--- config.mk ---
export PLATFORM = sky130hd
export DESIGN_NAME = fetch_sequencer_flat
export DESIGN_NICKNAME = d
export VERILOG_FILES = /design/src/rtl/fetch_seq_pkg.sv /design/src/rtl/fetch_sequencer_if.sv /design/src/rtl/fetch_sequencer_md_stall_counter.sv /design/src/rtl/fetch_sequencer.sv /design/src/flat_wrapper.sv
export SDC_FILE = /design/constraint.sdc
export NUM_CORES = 1
export LEC_CHECK = 0
export BUFFER_PORTS_ARGS = -buffer_cell sky130_fd_sc_hd__buf_4
export CORE_MARGIN = 2
export CORE_UTILIZATION = 35
export CTS_CLUSTER_DIAMETER = 150
export DETAILED_ROUTE_END_ITERATION = 7
export PLACE_DENSITY_LB_ADDON = 0.08
export SLEW_MARGIN = 20
export SYNTH_ARGS = -nofsm -noshare
export SYNTH_HDL_FRONTEND = slang
export SYNTH_HIERARCHICAL = 1
export SYNTH_SLANG_ARGS = --single-unit
--- constraint.sdc ---
create_clock -name Clk -period 1.85 [get_ports Clk]
set_clock_uncertainty 0.05 [all_clocks]
set_input_delay 0.185 -clock Clk [delete_from_list [all_inputs] [get_ports Clk]]
set_output_delay 0.185 -clock Clk [all_outputs]
set_load 0.05 [all_outputs]
--- src/rtl/fetch_seq_pkg.sv ---
// rtl/fetch_seq_pkg.sv - shared types and constants for the fetch sequencer
// Contents: state_t (RUN, MD_WAIT, HALTED), PC_INCR, DEFAULT_RESET_VECTOR,
//           ctrl_t pipeline control bundle.
package fetch_seq_pkg;

  typedef enum logic [1:0] {
    RUN     = 2'd0,
    MD_WAIT = 2'd1,
    HALTED  = 2'd2
  } state_t;

  localparam int          PC_INCR              = 4;
  localparam logic [31:0] DEFAULT_RESET_VECTOR = 32'h0000_0000;

  typedef struct packed {
    logic pc_write;
    logic ifid_write;
    logic idex_write;
    logic ifid_flush;
    logic idex_flush;
  } ctrl_t;

endpackage

--- src/rtl/fetch_sequencer_if.sv ---
// rtl/fetch_sequencer_if.sv - request/control bundle between hazard logic and fetch sequencer
// Signals: PCCurrent, JumpReq/JumpTarget, BranchTaken/BranchTarget, LoadUseHazard,
//          MulDivStart, HaltReq (requests); NextAddress, PC_Write, IFID_Write, IDEX_Write,
//          IFID_Flush, IDEX_Flush, Halted (controls).
// Optional macro FETCH_PERF_CNT_EN adds StallCycles and RedirectCount.
// Modports: master = hazard/branch side, slave = sequencer.
interface fetch_sequencer_if #(
  parameter int ADDR_W = 32
);

  logic [ADDR_W-1:0] PCCurrent;
  logic              JumpReq;
  logic [ADDR_W-1:0] JumpTarget;
  logic              BranchTaken;
  logic [ADDR_W-1:0] BranchTarget;
  logic              LoadUseHazard;
  logic              MulDivStart;
  logic              HaltReq;
  logic [ADDR_W-1:0] NextAddress;
  logic              PC_Write;
  logic              IFID_Write;
  logic              IDEX_Write;
  logic              IFID_Flush;
  logic              IDEX_Flush;
  logic              Halted;
`ifdef FETCH_PERF_CNT_EN
  logic [31:0]       StallCycles;
  logic [31:0]       RedirectCount;

  modport master (
    output PCCurrent, JumpReq, JumpTarget, BranchTaken, BranchTarget,
           LoadUseHazard, MulDivStart, HaltReq,
    input  NextAddress, PC_Write, IFID_Write, IDEX_Write, IFID_Flush,
           IDEX_Flush, Halted, StallCycles, RedirectCount
  );

  modport slave (
    input  PCCurrent, JumpReq, JumpTarget, BranchTaken, BranchTarget,
           LoadUseHazard, MulDivStart, HaltReq,
    output NextAddress, PC_Write, IFID_Write, IDEX_Write, IFID_Flush,
           IDEX_Flush, Halted, StallCycles, RedirectCount
  );
`else
  modport master (
    output PCCurrent, JumpReq, JumpTarget, BranchTaken, BranchTarget,
           LoadUseHazard, MulDivStart, HaltReq,
    input  NextAddress, PC_Write, IFID_Write, IDEX_Write, IFID_Flush,
           IDEX_Flush, Halted
  );

  modport slave (
    input  PCCurrent, JumpReq, JumpTarget, BranchTaken, BranchTarget,
           LoadUseHazard, MulDivStart, HaltReq,
    output NextAddress, PC_Write, IFID_Write, IDEX_Write, IFID_Flush,
           IDEX_Flush, Halted
  );
`endif

endinterface

--- src/rtl/fetch_sequencer_md_stall_counter.sv ---
// rtl/fetch_sequencer_md_stall_counter.sv - loadable down-counter with zero flag for mul/div stalls
// Ports: Clk, Reset (async, active-high), load, load_value, dec, count, zero.
// load has priority over dec; the counter saturates at zero.
module md_stall_counter #(
  parameter int WIDTH = 2
) (
  input  logic             Clk,
  input  logic             Reset,
  input  logic             load,
  input  logic [WIDTH-1:0] load_value,
  input  logic             dec,
  output logic [WIDTH-1:0] count,
  output logic             zero
);

  assign zero = (count == '0);

  always_ff @(posedge Clk or posedge Reset) begin
    if (Reset) begin
      count <= '0;
    end else if (load) begin
      count <= load_value;
    end else if (dec && !zero) begin
      count <= count - WIDTH'(1);
    end
  end

endmodule

--- src/rtl/fetch_sequencer.sv ---
// rtl/fetch_sequencer.sv - next-PC selection and front-end stall/flush sequencing
// Ports: Clk, Reset (async, active-high), bus (fetch_sequencer_if.slave).
// Optional macro FETCH_PERF_CNT_EN adds StallCycles/RedirectCount counters.
module fetch_sequencer
  import fetch_seq_pkg::*;
#(
  parameter int              ADDR_W       = 32,
  parameter int              MD_LATENCY   = 4,
  parameter logic [ADDR_W-1:0] RESET_VECTOR = ADDR_W'(DEFAULT_RESET_VECTOR)
) (
  input  logic Clk,
  input  logic Reset,
  fetch_sequencer_if.slave bus
);

  localparam int CNT_W = (MD_LATENCY > 2) ? $clog2(MD_LATENCY) : 1;

  state_t            state_q, state_d;
  ctrl_t             ctrl;
  logic              halted;
  logic              md_load, md_dec, md_zero, md_done;
  logic [CNT_W-1:0]  md_count;
  logic [ADDR_W-1:0] next_addr;

  md_stall_counter #(.WIDTH(CNT_W)) u_md_cnt (
    .Clk        (Clk),
    .Reset      (Reset),
    .load       (md_load),
    .load_value (CNT_W'(MD_LATENCY - 2)),
    .dec        (md_dec),
    .count      (md_count),
    .zero       (md_zero)
  );

  // The counter holds the MD_WAIT cycles still to go, including the current
  // one, so the last wait cycle is the one where it reads 1 (it hits 0 as
  // RUN resumes). Together with the start cycle this gives MD_LATENCY-1 stalls.
  assign md_done = md_zero || (md_count == CNT_W'(1));

  always_ff @(posedge Clk or posedge Reset) begin
    if (Reset) state_q <= RUN;
    else       state_q <= state_d;
  end

  always_comb begin
    ctrl    = '0;
    state_d = state_q;
    md_load = 1'b0;
    md_dec  = 1'b0;
    halted  = 1'b0;
    unique case (state_q)
      RUN: begin
        if (bus.BranchTaken) begin
          ctrl.pc_write   = 1'b1;
          ctrl.ifid_flush = 1'b1;
          ctrl.idex_flush = 1'b1;
        end else if (bus.MulDivStart) begin
          md_load = 1'b1;
          // With a two-cycle unit the start cycle is the whole stall.
          if (MD_LATENCY > 2) state_d = MD_WAIT;
        end else if (bus.LoadUseHazard) begin
          ctrl.idex_flush = 1'b1;
        end else if (bus.HaltReq) begin
          ctrl.idex_write = 1'b1;
          ctrl.ifid_flush = 1'b1;
          state_d         = HALTED;
        end else if (bus.JumpReq) begin
          ctrl.pc_write   = 1'b1;
          ctrl.idex_write = 1'b1;
          ctrl.ifid_flush = 1'b1;
        end else begin
          ctrl.pc_write   = 1'b1;
          ctrl.ifid_write = 1'b1;
          ctrl.idex_write = 1'b1;
        end
      end
      MD_WAIT: begin
        md_dec = 1'b1;
        if (md_done) state_d = RUN;
      end
      HALTED: begin
        ctrl.idex_write = 1'b1;
        ctrl.ifid_flush = 1'b1;
        ctrl.idex_flush = 1'b1;
        halted          = 1'b1;
      end
      default: state_d = RUN;
    endcase
    if (Reset) begin
      ctrl            = '0;
      ctrl.ifid_flush = 1'b1;
      ctrl.idex_flush = 1'b1;
      halted          = 1'b0;
      state_d         = RUN;
    end
  end

  always_comb begin
    if (Reset)                next_addr = RESET_VECTOR;
    else if (bus.BranchTaken) next_addr = bus.BranchTarget;
    else if (bus.JumpReq)     next_addr = bus.JumpTarget;
    else                      next_addr = bus.PCCurrent + ADDR_W'(PC_INCR);
    next_addr[1:0] = 2'b00;
  end

  assign bus.NextAddress = next_addr;
  assign bus.PC_Write    = ctrl.pc_write;
  assign bus.IFID_Write  = ctrl.ifid_write;
  assign bus.IDEX_Write  = ctrl.idex_write;
  assign bus.IFID_Flush  = ctrl.ifid_flush;
  assign bus.IDEX_Flush  = ctrl.idex_flush;
  assign bus.Halted      = halted;

`ifdef FETCH_PERF_CNT_EN
  logic [31:0] stall_cycles, redirect_count;
  logic        redirect;

  // In RUN, PC load with an IF/ID flush happens only for a branch or an
  // accepted jump.
  assign redirect = bus.BranchTaken ||
                    (state_q == RUN && ctrl.pc_write && ctrl.ifid_flush);

  always_ff @(posedge Clk or posedge Reset) begin
    if (Reset) begin
      stall_cycles   <= '0;
      redirect_count <= '0;
    end else begin
      if (!ctrl.pc_write && state_q != HALTED) stall_cycles <= stall_cycles + 32'd1;
      if (redirect) redirect_count <= redirect_count + 32'd1;
    end
  end

  assign bus.StallCycles   = stall_cycles;
  assign bus.RedirectCount = redirect_count;
`endif

endmodule

--- src/flat_wrapper.sv ---
// flat-port wrapper written by rule: the top's interface ports become plain ports
module fetch_sequencer_flat import fetch_seq_pkg::*;
#(
  parameter int              ADDR_W       = 32,
  parameter int              MD_LATENCY   = 4,
  parameter logic [ADDR_W-1:0] RESET_VECTOR = ADDR_W'(DEFAULT_RESET_VECTOR)
)
  (Clk, Reset, bus_PCCurrent, bus_JumpReq, bus_JumpTarget, bus_BranchTaken, bus_BranchTarget, bus_LoadUseHazard, bus_MulDivStart, bus_HaltReq, bus_NextAddress, bus_PC_Write, bus_IFID_Write, bus_IDEX_Write, bus_IFID_Flush, bus_IDEX_Flush, bus_Halted);
  fetch_sequencer_if #(.ADDR_W(ADDR_W)) bus_i ();
  input  logic Clk;
  input  logic Reset;
  input wire logic [$bits(bus_i.PCCurrent)-1:0] bus_PCCurrent;
  input wire logic [$bits(bus_i.JumpReq)-1:0] bus_JumpReq;
  input wire logic [$bits(bus_i.JumpTarget)-1:0] bus_JumpTarget;
  input wire logic [$bits(bus_i.BranchTaken)-1:0] bus_BranchTaken;
  input wire logic [$bits(bus_i.BranchTarget)-1:0] bus_BranchTarget;
  input wire logic [$bits(bus_i.LoadUseHazard)-1:0] bus_LoadUseHazard;
  input wire logic [$bits(bus_i.MulDivStart)-1:0] bus_MulDivStart;
  input wire logic [$bits(bus_i.HaltReq)-1:0] bus_HaltReq;
  output wire logic [$bits(bus_i.NextAddress)-1:0] bus_NextAddress;
  output wire logic [$bits(bus_i.PC_Write)-1:0] bus_PC_Write;
  output wire logic [$bits(bus_i.IFID_Write)-1:0] bus_IFID_Write;
  output wire logic [$bits(bus_i.IDEX_Write)-1:0] bus_IDEX_Write;
  output wire logic [$bits(bus_i.IFID_Flush)-1:0] bus_IFID_Flush;
  output wire logic [$bits(bus_i.IDEX_Flush)-1:0] bus_IDEX_Flush;
  output wire logic [$bits(bus_i.Halted)-1:0] bus_Halted;
  assign bus_i.PCCurrent = bus_PCCurrent;
  assign bus_i.JumpReq = bus_JumpReq;
  assign bus_i.JumpTarget = bus_JumpTarget;
  assign bus_i.BranchTaken = bus_BranchTaken;
  assign bus_i.BranchTarget = bus_BranchTarget;
  assign bus_i.LoadUseHazard = bus_LoadUseHazard;
  assign bus_i.MulDivStart = bus_MulDivStart;
  assign bus_i.HaltReq = bus_HaltReq;
  assign bus_NextAddress = bus_i.NextAddress;
  assign bus_PC_Write = bus_i.PC_Write;
  assign bus_IFID_Write = bus_i.IFID_Write;
  assign bus_IDEX_Write = bus_i.IDEX_Write;
  assign bus_IFID_Flush = bus_i.IFID_Flush;
  assign bus_IDEX_Flush = bus_i.IDEX_Flush;
  assign bus_Halted = bus_i.Halted;
  fetch_sequencer #(.ADDR_W(ADDR_W), .MD_LATENCY(MD_LATENCY), .RESET_VECTOR(RESET_VECTOR)) u_core (.Clk(Clk), .Reset(Reset), .bus(bus_i));
endmodule
==> flow_summary.ini <==
[worst_setup_path]
cpLargestDelayFamily = simple AND/OR/NAND/NOR gates
r2r-end = u_core/u_md_cnt/count[0]
reg2reg_setup_slack_ns = 0.25
start_kind = primary input
critPathMaxFanout = 8
cp_cell_sequence = buf_8 -> nand2_4 -> or4_4 -> nor4_4 -> xnor2_2 -> a211oi_4 -> buf_6
critPathBufInv = 2
r2r_start = u_core/state_q[1]
crit_type = primary input to output pin
slowest_stage = or4_4
critical_path.max_stage_delay_ns = 0.63
arrival_ns = 1.93
cp.required_ns = 1.62
r2r.worst_path.cells = 3
critPathCaptureType = output pin

[cts]
htreeDepth = 1
cts_made_buffers = 3
hold_buffers = 0
cts.clk_slew.worst_paths_ns = 0.03
clkLatencyLatePin_ns = 0.22
clk_path_buf_depth = 2
cts_sinks = 4
cts_tree = yes
cts-root-buf = clkbuf_8

[timing]
fin_ws_ns = -0.320
hold_violations = 0
worst_pin_slew_ns = 0.521
period_share_pct = 117
period_needed_ns = 2.17
hold-worst-slack_ns = 0.0349
slew_viol_final = 0
rsz0062_at_grt = true
relSlewSlack_pct = 65.2
setup_viol_count_final = 18
clock.fmax_mhz = 461

[cells_and_area]
fillers = 212
layout.cells.non_filler = 467
syn_to_final_growth_pct = 139
layout_common_cells = buf_4 (145), buf_6 (35), nand2_1 (17)
drive_gt1_share_pct = 65.5
layout_commonest_cell = buf_4
n_antenna_cell = 0
final_core_utilization_pct = 88.2
nNetsFinal = 522

[outcome]
outcome = finished, violations left
violations = setup timing

[detailed_routing]
wirelength_mm = 9.02
met2_wirelength_mm = 4.73
ant_nets = 0
wl_met1_mm = 3.22
dr_total_vias = 2751
drtIter0Drc = 217
dr.pass1.iters = 4
vias_per_cell = 5.89
remaining_drc_errors = 0
met3_wirelength_um = 696
wire_per_inst_um = 19.3
top_layer = met4

[power_and_ir_drop]
p_int_w = 0.000735
cellLeakagePower_nw = 1.76
seq_power_share_pct = 9.1
peakVddDrop_mv = 0.329
sw_frac_of_total_pct = 47.5
power_density_mw_per_mm2 = 360
p_comb_share_pct = 77.8
power_frac_clock_pct = 13.0
p_total_w = 0.00140
p_sw_w = 0.000666

[placed_design]
globalplace.congestion = 0.879
port_buffers = 132
dpl.hpwl_mm = 5.37
place_inst = 451

[global_routing]
grt_pass1_wl_mm = 12.3
overflow = 0
grt_pass1_vias = 2606
grt_usage_pct = 29.1
grt_max_degree = 35
antenna_found_initial = 0

[floorplanning]
die_area_mm2 = 0.00522
rows = 24
initial_core_util_pct = 36.9
die_y_um = 72.3
die_w_um = 72.3
fp.coreArea_mm2 = 0.00441
io_pins = 141

[yosys]
syn_inst = 238
seq_area_frac_synth_pct = 6.14
synth_top_area_share_pct = 10.2
syn_area_mm2 = 0.00163
synth.largest_area_cell = xnor2_1
synthArstFlopShare_pct = 100
synthTopCellsByArea = xnor2_1 (10%), dfrtp_1 (6.1%), o22ai_1 (5.8%)
synth.distinct_cells = 53
yosysWarnings = 6
synth_area_per_cell_um2 = 6.85
synthFlopType = dfrtp_1
yosys_register_bits = 4
synth-edff-count = 0

[flow_run]
maxCapViolations = 0

[hold_path]
hp-class = primary input to async pin
[area by class of cell]
type	instances	area, um^2	share of cell area, %
Clock buffer	3	41.3	1.06
Inverter	13	48.8	1.25
Multi-Input combinational cell	205	1990	51.2
Sequential cell	4	100	2.57
Tap cell	52	65.1	1.67
Timing Repair Buffer	190	1640	42.2
[cells in the mapped netlist, drive strengths merged, types with 6 or more instances]
library cell and number:
a211oi 13, a21oi 12, buf 6, clkbuf 13, inv 12, nand2 19
nand3 9, nor2 17, nor3 10, nor4 14, o21ai 11, o22ai 15
xnor2 19
[kinds of logic (layout without fill, tap and decap cells)]
| group | after synthesis | after routing | synth area share, % |
|---|---|---|---|
| muxes | 4 | 4 | 2.46 |
| other | 2 | 4 | 0.461 |
| buffers and inverters | 32 | 206 | 8.75 |
| xor gates and xnor gates | 23 | 23 | 12.4 |
| DFF | 4 | 4 | 6.14 |
| and+or+nand+nor | 98 | 99 | 38.0 |
| adders and majority gates | 2 | 2 | 1.53 |
| AOI/OAI and AO/OA | 73 | 73 | 30.3 |
[registers in the layout (all words and copies together), names as in the netlist]
register / cells
u_core/state_q: 2
u_core/u_md_cnt/count: 2
[worst register-to-register path: stages, from the launching register on]
cell and delay [ns]:
dfrtp_1 0.44, nor4b_2 0.40, and2b_4 0.25, a221o_1 0.34
[worst max-delay path by stage]
stage / from / end / slack [ns] / cells after the start
3_5_place_dp: bus_PCCurrent[13] / bus_NextAddress[23] / -0.34 / 7
3_3_place_gp: bus_PCCurrent[13] / bus_NextAddress[23] / -0.32 / 7
4_1_cts: bus_PCCurrent[7] / bus_NextAddress[27] / -0.21 / 7
6_report: bus_PCCurrent[15] / bus_NextAddress[26] / -0.32 / 7
5_1_grt: bus_PCCurrent[15] / bus_NextAddress[26] / -0.33 / 7
2_1_floorplan: bus_PCCurrent[13] / bus_NextAddress[24] / -0.25 / 7
[through the flow]
| step | cell area (um^2) | setup WS, ns | TNS [ns] |
|---|---|---|---|
| detailed placement | 3330 | -0.338 | -5.00 |
| floorplan | 2010 | -0.249 | -2.83 |
| global placement | 3330 | -0.324 | -4.47 |
| global route | 3890 | -0.325 | -3.87 |
| CTS | 3710 | -0.207 | -2.08 |
| finish | 3890 | -0.320 | -2.79 |
[timing repair]
action,in CTS,in global routing
pin swaps,21,8
endpoints found under the hold margin,0,0
setup endpoints to repair,23,25
setup buffers,7,4
cloned,1,1
resized for setup,61,33
[per-layer routing]
layer	track usage (%)	vias to the layer above
met5	0	-
met4	7.13	0
met3	4.31	31
met2	54.5	175
met1	34.4	1298
li1	-	1247
[power by group through the flow]
stage	Combinational [W]	Sequential, W	Clock (W)
floorplan	0.000574	0.000120	0
global placement	0.000940	0.000127	0
detailed placement	0.000952	0.000127	0
CTS	0.00102	0.000127	0.000186
global route	0.00113	0.000131	0.000194
finish	0.00109	0.000128	0.000183
(Power assumes the default switching activity.)
